**src/rtl/imem_port_arbiter.sv**
```systemverilog
// imem_port_arbiter: shares one single-port, word-addressed instruction memory
// between the fetch stage (F, read-only) and the loader/debug port (L, read
// and write). The loader has fixed priority. A wait counter bounds how long
// fetch can be starved. Memory reads have one cycle of latency, so every
// response appears on its owner's port one cycle after the grant.
module imem_port_arbiter #(
  parameter int DEPTH    = 1024,
  parameter int AW       = 10,
  parameter int MAX_WAIT = 4
) (
  input  logic          clk,
  input  logic          rst,
  // fetch port
  input  logic          f_req,
  input  logic [31:0]   f_addr,
  output logic          f_gnt,
  output logic          f_rvalid,
  output logic [31:0]   f_rdata,
  output logic          f_err,
  // loader port
  input  logic          l_req,
  input  logic          l_we,
  input  logic [31:0]   l_addr,
  input  logic [31:0]   l_wdata,
  output logic          l_gnt,
  output logic          l_rvalid,
  output logic [31:0]   l_rdata,
  output logic          l_err,
  // memory side
  output logic          mem_en,
  output logic          mem_we,
  output logic [AW-1:0] mem_addr,
  output logic [31:0]   mem_wdata,
  input  logic [31:0]   mem_rdata
);

  localparam logic [29:0] LP_DEPTH    = 30'(DEPTH);
  localparam logic [3:0]  LP_MAX_WAIT = 4'(MAX_WAIT);

  logic [3:0]  r_wait_cnt;
  logic        r_f_rvalid;
  logic        r_f_err;
  logic [31:0] r_f_rdata;
  logic        r_l_rvalid;
  logic        r_l_err;
  logic [31:0] r_l_rdata;

  logic [29:0] w_f_idx;
  logic [29:0] w_l_idx;
  logic [29:0] w_sel_idx;
  logic        w_f_win;
  logic        w_f_gnt;
  logic        w_l_gnt;
  logic        w_sel_in_range;
  logic [31:0] w_f_rdata_now;
  logic [31:0] w_l_rdata_now;
  logic        w_unused;

  // Byte addresses become word indices; the two low bits carry no meaning.
  assign w_f_idx  = f_addr[31:2];
  assign w_l_idx  = l_addr[31:2];
  assign w_unused = ^{f_addr[1:0], l_addr[1:0]};

  // Fetch wins when it is alone, or when it has been starved long enough.
  assign w_f_win = f_req & (~l_req | (r_wait_cnt == LP_MAX_WAIT));

  // Grants are held low for the whole time reset is asserted, not only at edges.
  assign w_f_gnt = rst & w_f_win;
  assign w_l_gnt = rst & l_req & ~w_f_win;
  assign f_gnt   = w_f_gnt;
  assign l_gnt   = w_l_gnt;

  // The granted owner's address drives the memory. Out-of-range indices
  // produce no access, but mem_addr still shows the truncated index.
  assign w_sel_idx      = w_l_gnt ? w_l_idx : w_f_idx;
  assign w_sel_in_range = (w_sel_idx < LP_DEPTH);
  assign mem_en         = (w_f_gnt | w_l_gnt) & w_sel_in_range;
  assign mem_we         = w_l_gnt & l_we & w_sel_in_range;
  assign mem_addr       = rst ? w_sel_idx[AW-1:0] : '0;
  assign mem_wdata      = rst ? l_wdata : '0;

  // Starvation counter: counts consecutive refused fetch cycles, saturating.
  // NOTE: state updates use non-blocking assignments, so every always_ff sees
  // pre-edge values and the result does not depend on block evaluation order.
  always_ff @(posedge clk or negedge rst) begin
    if (!rst) begin
      r_wait_cnt <= '0;
    end else if (f_req && !w_f_gnt) begin
      if (r_wait_cnt != LP_MAX_WAIT) r_wait_cnt <= r_wait_cnt + 4'd1;
    end else begin
      r_wait_cnt <= '0;
    end
  end

  // Response flags: they record who owns the access that is still in flight,
  // and whether that access was out of range (read error or dropped write).
  always_ff @(posedge clk or negedge rst) begin
    if (!rst) begin
      r_f_rvalid <= 1'b0;
      r_f_err    <= 1'b0;
      r_l_rvalid <= 1'b0;
      r_l_err    <= 1'b0;
    end else begin
      r_f_rvalid <= w_f_gnt;
      r_f_err    <= w_f_gnt & ~w_sel_in_range;
      r_l_rvalid <= w_l_gnt & ~l_we;
      r_l_err    <= w_l_gnt & ~w_sel_in_range;
    end
  end

  // Read data for the in-flight response; out-of-range reads return zero.
  assign w_f_rdata_now = r_f_err ? 32'd0 : mem_rdata;
  assign w_l_rdata_now = r_l_err ? 32'd0 : mem_rdata;

  // Hold registers keep the last delivered word once rvalid drops.
  always_ff @(posedge clk or negedge rst) begin
    if (!rst) begin
      r_f_rdata <= '0;
      r_l_rdata <= '0;
    end else begin
      if (r_f_rvalid) r_f_rdata <= w_f_rdata_now;
      if (r_l_rvalid) r_l_rdata <= w_l_rdata_now;
    end
  end

  // NOTE: during the response cycle the memory output passes straight
  // through. Registering it again would add a second cycle of read latency.
  assign f_rdata  = r_f_rvalid ? w_f_rdata_now : r_f_rdata;
  assign l_rdata  = r_l_rvalid ? w_l_rdata_now : r_l_rdata;
  assign f_rvalid = r_f_rvalid;
  assign f_err    = r_f_err;
  assign l_rvalid = r_l_rvalid;
  assign l_err    = r_l_err;

endmodule

```
**config.mk**
```make
export PLATFORM = sky130hd
export DESIGN_NAME = imem_port_arbiter
export DESIGN_NICKNAME = d
export VERILOG_FILES = /design/src/rtl/imem_port_arbiter.sv
export SDC_FILE = /design/constraint.sdc
export NUM_CORES = 1
export LEC_CHECK = 0
export CAP_MARGIN = 25
export CORE_AREA = 3 3 96 98
export DETAILED_ROUTE_END_ITERATION = 8
export DIE_AREA = 0 0 99 101
export DONT_BUFFER_PORTS = 1
export SLEW_MARGIN = 20
export SYNTH_ARGS = -nofsm -noshare
export SYNTH_HDL_FRONTEND = slang
export SYNTH_SLANG_ARGS = --single-unit
export TNS_END_PERCENT = 20
```
**constraint.sdc**
```tcl
create_clock -name clk -period 2.8 [get_ports clk]
set_input_delay 0.42 -clock clk [delete_from_list [all_inputs] [get_ports clk]]
set_output_delay 0.42 -clock clk [all_outputs]
set_load 0.01 [all_outputs]
```
# Word level (Yosys, flattened, before mapping)
# Index checks and enable logic that the tools add are counted.
[totals]
inputBits = 133
output_inout_bits = 114
reg_bits = 72
[classes]
order_cmp = 1
eq_ne = 3
reduce_logical = 2
addsub = 1
n_bitwise = 16
n_mux = 9
[ops]
columns = ["op", "n"]
rows = [
  ["$mux W32", 5],
  ["$lt A30 B11 Y1 const B", 1],
  ["$mux W30", 1],
  ["$and A1 B1 Y1", 10],
  ["$mux W10", 1],
  ["$mux W4", 2],
  ["$add A4 B1 Y4 const B", 1],
  ["$eq A4 B3 Y1 const B", 1],
  ["$ne A4 B3 Y1 const B", 1],
  ["$not A1 Y1", 4],
  ["$ne A2 B1 Y1 const B", 1],
  ["$or A1 B1 Y1", 2],
  ["$logic_and A1 B1 Y1", 1],
  ["$logic_not A1 Y1", 1],
]

# Longest topological paths before layout
# Gate-level depths: netlist of the first run.
[depth]
ltp_word = 9
mapped_depth = 6
mapped_depth_nobuf = 6

# Worst setup path before layout of the first run
# No wires, ideal clock.
[synth_timing]
path_kind = "register -> output"
start = "register r_wait_cnt[0]"
end = "output mem_addr[0]"
required_ps = 2380
n_path_buf = 1
setup_slack_ps = 892
path_stages_with_launch = 7
arrival_ps = 1488
path_cell_list = "dfrtp_1 > inv_1 > ha_1 > nand3b_4 > o211ai_4 > buf_6 > mux2i_1"
[synth_via]
elab_chain_len = 7
[synth_rtl]
columns = ["item", "line_no", "text"]
rows = [
  ["from (decl)", "40", "logic [3:0] r_wait_cnt;"],
  ["from (signal assigned)", "89", "if (r_wait_cnt != LP_MAX_WAIT) r_wait_cnt <= r_wait_cnt + 4'd1;"],
  ["$eq A4 B3 Y1", "65", "assign w_f_win = f_req & (~l_req | (r_wait_cnt == LP_MAX_WAIT));"],
  ["$or A1 B1 Y1", "65", ""],
  ["$and A1 B1 Y1", "65", ""],
  ["$not A1 Y1", "69", "assign w_l_gnt = rst & l_req & ~w_f_win;"],
  ["$and A1 B1 Y1", "69", ""],
  ["$mux W30", "75", "assign w_sel_idx = w_l_gnt ? w_l_idx : w_f_idx;"],
  ["$mux W10", "79", "assign mem_addr = rst ? w_sel_idx[AW-1:0] : '0;"],
  ["to (decl)", "32", "output logic [AW-1:0] mem_addr,"],
]
# No other way between the ends.

# Final worst setup path of the first run
[layout_timing]
start = "register r_wait_cnt[0]"
end = "output mem_addr[3]"
# Same word-level chain as after synthesis.

==> results.yml, run 1 <==
sta:
  skew_ps: 10.42
  fin_hold_ws_ps: 141.1
  period_needed_ps: 2538
  setup_viol: 0
  worst_slew_pin_slew_ps: 864.8
  max_freq_mhz: 394.0
  rsz0062_at_grt: "false"
  setup_tns_ps: 0
  fin_crit_sh: 0.9065
  finalHoldViolCount: 0
  drv_slew: 0
  relSlewSlack: 0.4235
clocking:
  cts_resized: 0
  root_buffer: "clkbuf_8"
  clock-sinks: 72
  clkTransAtPathRegs_ps: 70
  cts_tree: "yes"
  cts_htree_levels: 3
  ctsLongestPathBuffers: 2
  cts_made_buffers: 9
  clk_latency_ps: 340
global_routing:
  grt_pass1_wl_um: 14380
  grt_pass1_vias: 2413
  antenna_found_initial: 0
  overflow: 0
  track_usage: 0.1873
  grt_max_degree: 73
die:
  die_x_um: 99
  die_h_um: 101
  rows: 34
  dieArea_um2: 9999
  io_pins: 247
  initial_utilization: 0.4091
  coreArea_um2: 8551
yosys:
  ys_types: 27
  syn_area_per_cell_um2: 8.993
  ys_warn_count: 0
  syn_area_um2: 3498
  netlist_instances: 389
  yosysSeqAreaShare: 0.5150
  synth_nets: 524
  synth.ff_latch_count: 72
cells_and_area:
  insertedDiodeCount: 0
  layout_commonest_cell: "inv_1"
  n_fill_cell: 831
  finalNetCount: 521
  area_delta_synth_final_pct: 8.905
  final_area_um2: 3810
  layout.cells.most_common_list: "inv_1 (79), dfrtp_1 (71), o21ai_0 (64), nand2_1 (43), nand3b_1 (33)"
  drive_gt1_frac: 0.07179
  postLayoutCoreUtil: 0.4456
status:
  status: "finished, final reports clean"
critical_path:
  crit_buf_inv: 1
  cp_max_fo: 14
  endpoint_kind: "output port"
  cp.arrival_ps: 2120
  start_kind: "flip-flop"
  required_ps: 2380
  critPathMaxStageDelay_ps: 530
  path_class: "flip-flop to output port"
  cp_slowest_cell: "o211ai_4"
  path_cells: "inv_1 > ha_1 > nand3b_4 > o211ai_4 > mux2i_1"
  critPathTopFamily: "compound AO/OA/AOI/OAI gates"
detailed_routing:
  drc_errors: 0
  drtIter0Drc: 105
  routed_wl_um: 9785
  route.met3.wl_um: 1017
  dr_wl_met2_um: 4584
  drtAntennaViolNets: 0
  routedLengthMet1_um: 4092
  vias_per_cell: 5.171
  drt_pass1_iterations: 4
  vias: 2575
  dr.max_layer_used: "met4"
  drt-wirelength-per-cell_um: 19.65
run:
  drv_cap: 0
hold_path:
  hold_path_class: "input pin to flip-flop"
placement:
  gp_congestion: 0.8527
  dp_hpwl_um: 7120
  io_buffers: 0
  dpl_cell_area_um2: 3587
pwr:
  total_power_w: 0.002575
  power_density_nw_per_um2: 675.8
  p_leak_nw: 1.796
  peakVddDrop_v: 0.0002981
-- cells in the mapped netlist --
| cell | number | area, µm² |
|---|---|---|
| buf_6 | 1 | 11.26 |
| mux2i_1 | 12 | 120.1 |
| o32ai_2 | 1 | 16.27 |
| o21a_1 | 2 | 15.01 |
| dfrtp_1 | 72 | 1802 |
| nand3_1 | 2 | 10.01 |
| nor2_1 | 2 | 7.510 |
| nor3_1 | 3 | 15.01 |
| nand3b_4 | 1 | 20.02 |
| o211ai_4 | 1 | 21.27 |
| a211o_1 | 1 | 8.760 |
| clkbuf_1 | 15 | 56.30 |
| buf_1 | 2 | 7.510 |
| or4_4 | 1 | 11.26 |
| nor2b_1 | 1 | 6.260 |
| xnor2_1 | 2 | 17.52 |
| and2_1 | 32 | 200.2 |
| a21oi_1 | 1 | 5.000 |
| buf_2 | 4 | 20.02 |
| nand2_1 | 43 | 161.4 |
| nor4_1 | 10 | 62.56 |
| nand3b_1 | 33 | 247.7 |
| ha_1 | 2 | 25.02 |
| nand4_1 | 1 | 6.260 |
| a211oi_1 | 1 | 7.510 |
| inv_1 | 79 | 296.5 |
| o21ai_0 | 64 | 320.3 |
-- routing by layer --
metal | vias up | global-route usage
met1 | 1206 | 0.2519
met4 | 0 | 0.04412
li1 | 1222 | -
met2 | 138 | 0.2820
met5 | - | 0
met3 | 9 | 0.07820
-- worst register-to-register path, cell delays in order, from the launching register on --
cell      delay, ps
dfrtp_1         420
inv_1            70
ha_1            220
nand3b_4        150
o211ai_4        530
inv_1           210
o21a_1          150
-- stage by stage --
step	setup slack, ps	std cells
4_1_cts	197.7	498
3_3_place_gp	661.3	481
5_1_grt	80.87	498
6_report	261.7	498
2_1_floorplan	892.3	389
3_5_place_dp	581.4	481
-- layout make-up --
type	instances	area (µm²)	area share
clock inverter	6	61.31	0.01609
clock buffer	9	123.9	0.03251
inverter	79	296.5	0.07783
timing repair buffer	8	82.58	0.02167
sequential	72	1803	0.4732
multi-input combinational	216	1308	0.3432
tap	108	135.1	0.03547
-- final timing paths --
path | from | end | slack, ps | cells after the start
setup / recovery | r_wait_cnt[0]$_DFFE_PN0P_ | mem_addr[3] | 260 | 5
hold / removal | l_we | l_rvalid$_DFF_PN0_ | 140 | 1
setup reg to reg | r_wait_cnt[0]$_DFFE_PN0P_ | l_err$_DFF_PN0_ | 940 | 6
hold reg to reg | r_wait_cnt[3]$_DFFE_PN0P_ | r_wait_cnt[3]$_DFFE_PN0P_ | 620 | 2
max in group asynchronous | rst | r_f_rdata[30]$_DFF_PN0_ | 1840 | 2
min in group asynchronous | rst | r_l_rdata[1]$_DFF_PN0_ | 660 | 2
-- cell families (layout without fill, tap and decap cells) --
family,Yosys count,in the layout,share of synthesized area
simple gates,129,129,0.2139
buf+inv,101,102,0.1119
flops,72,72,0.5150
compound gates,71,71,0.1127
mux,12,12,0.03434
fa+ha+maj,2,2,0.007152
xor+xnor,2,2,0.005008
-- registers in the layout, indices dropped and copies added (netlist names) --
signal      cells
r_wait_cnt      4
r_l_rdata      32
l_rvalid        1
r_f_rdata      32
f_err           1
f_rvalid        1
l_err           1
-- repair_timing --
action	CTS	global route
buffers inserted	0	0
hold endpoints to repair	72	0
hold buffers	2	0
-- report_power, final --
group | total, W | switching, W | internal (W)
logic | 0.000494 | 0.000366 | 0.000128
registers | 0.00130 | 0.0000696 | 0.00123
clock network | 0.000784 | 0.000380 | 0.000403
total | 0.00257 | 0.000816 | 0.00176
No activity file was read; power rests on OpenSTA's default activity.
==> run 2: changes to the inputs <==
clock period = 2.6 ns   (was 2.8 ns; I/O delays follow)
==> results.yml, run 2 (synthesis results as in run 1) <==
status:
  status: "finished, final reports clean"
detailed_routing:
  drtAntennaViolNets: 0
  drt_pass1_iterations: 4
  route.met3.wl_um: 1053
  dr.max_layer_used: "met4"
  routed_wl_um: 10140
  vias: 2667
  drt-wirelength-per-cell_um: 20.32
  drtIter0Drc: 118
  routedLengthMet1_um: 4089
  drc_errors: 0
  vias_per_cell: 5.345
  dr_wl_met2_um: 4830
pwr:
  power_frac_comb: 0.200
  peakVddDrop_v: 0.0003037
  power_density_nw_per_um2: 713.5
  switching_power_w: 0.0009166
  intPower_w: 0.001810
  p_leak_nw: 1.795
  power_frac_clock: 0.289
  p_sw_frac: 0.3362
  seqPwrFrac: 0.511
sta:
  max_freq_mhz: 424.5
  fin_crit_sh: 0.9060
  setup_tns_ps: 0
  drv_slew: 0
  rsz0062_at_grt: "false"
  worst_slew_pin_slew_ps: 1007
  finalHoldViolCount: 0
  relSlewSlack: 0.3286
  period_needed_ps: 2356
  fin_ws_ps: 244.3
  setup_viol: 0
  skew_ps: 9.458
  fin_hold_ws_ps: 101.6
placement:
  pre_cts_ws_ps: 408.1
  gp_congestion: 0.8504
  io_buffers: 0
  dp_hpwl_um: 7108
clocking:
  root_buffer: "clkbuf_8"
  cts_htree_levels: 3
  ctsLongestPathBuffers: 2
  cts_resized: 0
  clkTransAtPathRegs_ps: 80
  clock-sinks: 72
  cts_made_buffers: 9
  cts_tree: "yes"
  clk_latency_ps: 350
cells_and_area:
  multi_input_area_um2: 1308
  n_fill_cell: 822
  finalNetCount: 521
  layout.cells.most_common_list: "inv_1 (79), dfrtp_1 (71), o21ai_0 (64), nand2_1 (43), nand3b_1 (33)"
  insertedDiodeCount: 0
  reg_top3: "r_f_rdata x32, r_l_rdata x32, r_wait_cnt x4"
  regArea_um2: 1803
  area_delta_synth_final_pct: 9.227
  layout_commonest_cell: "inv_1"
  postLayoutCoreUtil: 0.4469
  drive_gt1_frac: 0.07417
critical_path:
  endpoint_kind: "output port"
  cp.arrival_ps: 1970
  start_kind: "flip-flop"
  reg2reg_to: "f_err$_DFF_PN0_"
  r2r_cells: 5
  cp_max_fo: 14
  path_class: "flip-flop to output port"
  r2r_slack_ps: 860
  reg2reg_from: "r_wait_cnt[0]$_DFFE_PN0P_"
  required_ps: 2210
die:
  io_pins: 247
  die_x_um: 99
  rows: 34
  die_h_um: 101
  dieArea_um2: 9999
  initial_utilization: 0.4091
  coreArea_um2: 8551
global_routing:
  grt_pass1_vias: 2580
  antenna_found_initial: 0
  grt_pass1_wl_um: 14950
  overflow: 0
  grt_max_degree: 73
  track_usage: 0.1963
run:
  drv_cap: 0
hold_path:
  hold_end: "l_rvalid$_DFF_PN0_"
  hold_path_class: "input pin to flip-flop"
  holdPathStages: 1
  hold_start: "l_we"
-- run 2: worst max-delay path by stage --
stage                  endpoint                      start  slack (ps)
global route             mem_we  r_wait_cnt[0]$_DFFE_PN0P_          80
floorplan           mem_addr[0]  r_wait_cnt[0]$_DFFE_PN0P_         720
global placement    mem_addr[5]  r_wait_cnt[0]$_DFFE_PN0P_         500
detailed placement  mem_addr[3]  r_wait_cnt[0]$_DFFE_PN0P_         410
CTS                 mem_addr[3]  r_wait_cnt[0]$_DFFE_PN0P_          20
finish                   mem_we  r_wait_cnt[0]$_DFFE_PN0P_         240
-- run 2: stage by stage --
step	cells	instance area (µm²)	power, W
4_1_cts	498	3801	0.002772
6_report	499	3821	0.002726
5_1_grt	499	3821	0.002901
2_1_floorplan	389	3498	0.001821
3_3_place_gp	480	3592	0.001916
3_5_place_dp	480	3592	0.001939
-- run 2: area by class of cell --
type | count | area share
clock buffer | 9 | 0.03242
multi-input combinational | 216 | 0.3422
timing repair buffer | 8 | 0.02816
clock inverter | 7 | 0.01244
tap | 108 | 0.03536
inverter | 79 | 0.07760
sequential | 72 | 0.4718
-- run 2: repair_timing --
action,CTS,global route
setup endpoints to repair,0,11
hold buffers,2,0
buffers inserted,0,1
hold endpoints to repair,72,0
-- run 2: critical path, cell delays in order, from the launching register on --
cell,delay [ps]
dfrtp_1,400
inv_1,60
ha_1,240
nand3b_4,150
o211ai_4,110
buf_12,160
nor4_1,310
buf_4,190
-- run 2: routing by layer --
| metal | vias up | GRT usage |
|---|---|---|
| li1 | 1225 | - |
| met1 | 1275 | 0.2569 |
| met2 | 151 | 0.2970 |
| met3 | 16 | 0.07197 |
| met4 | 0 | 0.07563 |
| met5 | - | 0 |
-- run 2: power groups by stage --
stage               sequential [W]  clock (W)  combinational, W
finish                     0.00139   0.000789          0.000544
global route               0.00141   0.000872          0.000614
CTS                        0.00139   0.000824          0.000553
detailed placement         0.00142          0          0.000521
global placement           0.00141          0          0.000508
floorplan                  0.00139          0          0.000430
==> run 3: changes to the inputs <==
CTS_BUF_LIST = sky130_fd_sc_hd__clkbuf_4 sky130_fd_sc_hd__clkbuf_8 sky130_fd_sc_hd__clkbuf_16   (was not set)
==> results of run 3 <==
The final DEF is identical to that of run 2; final timing and power are the same.
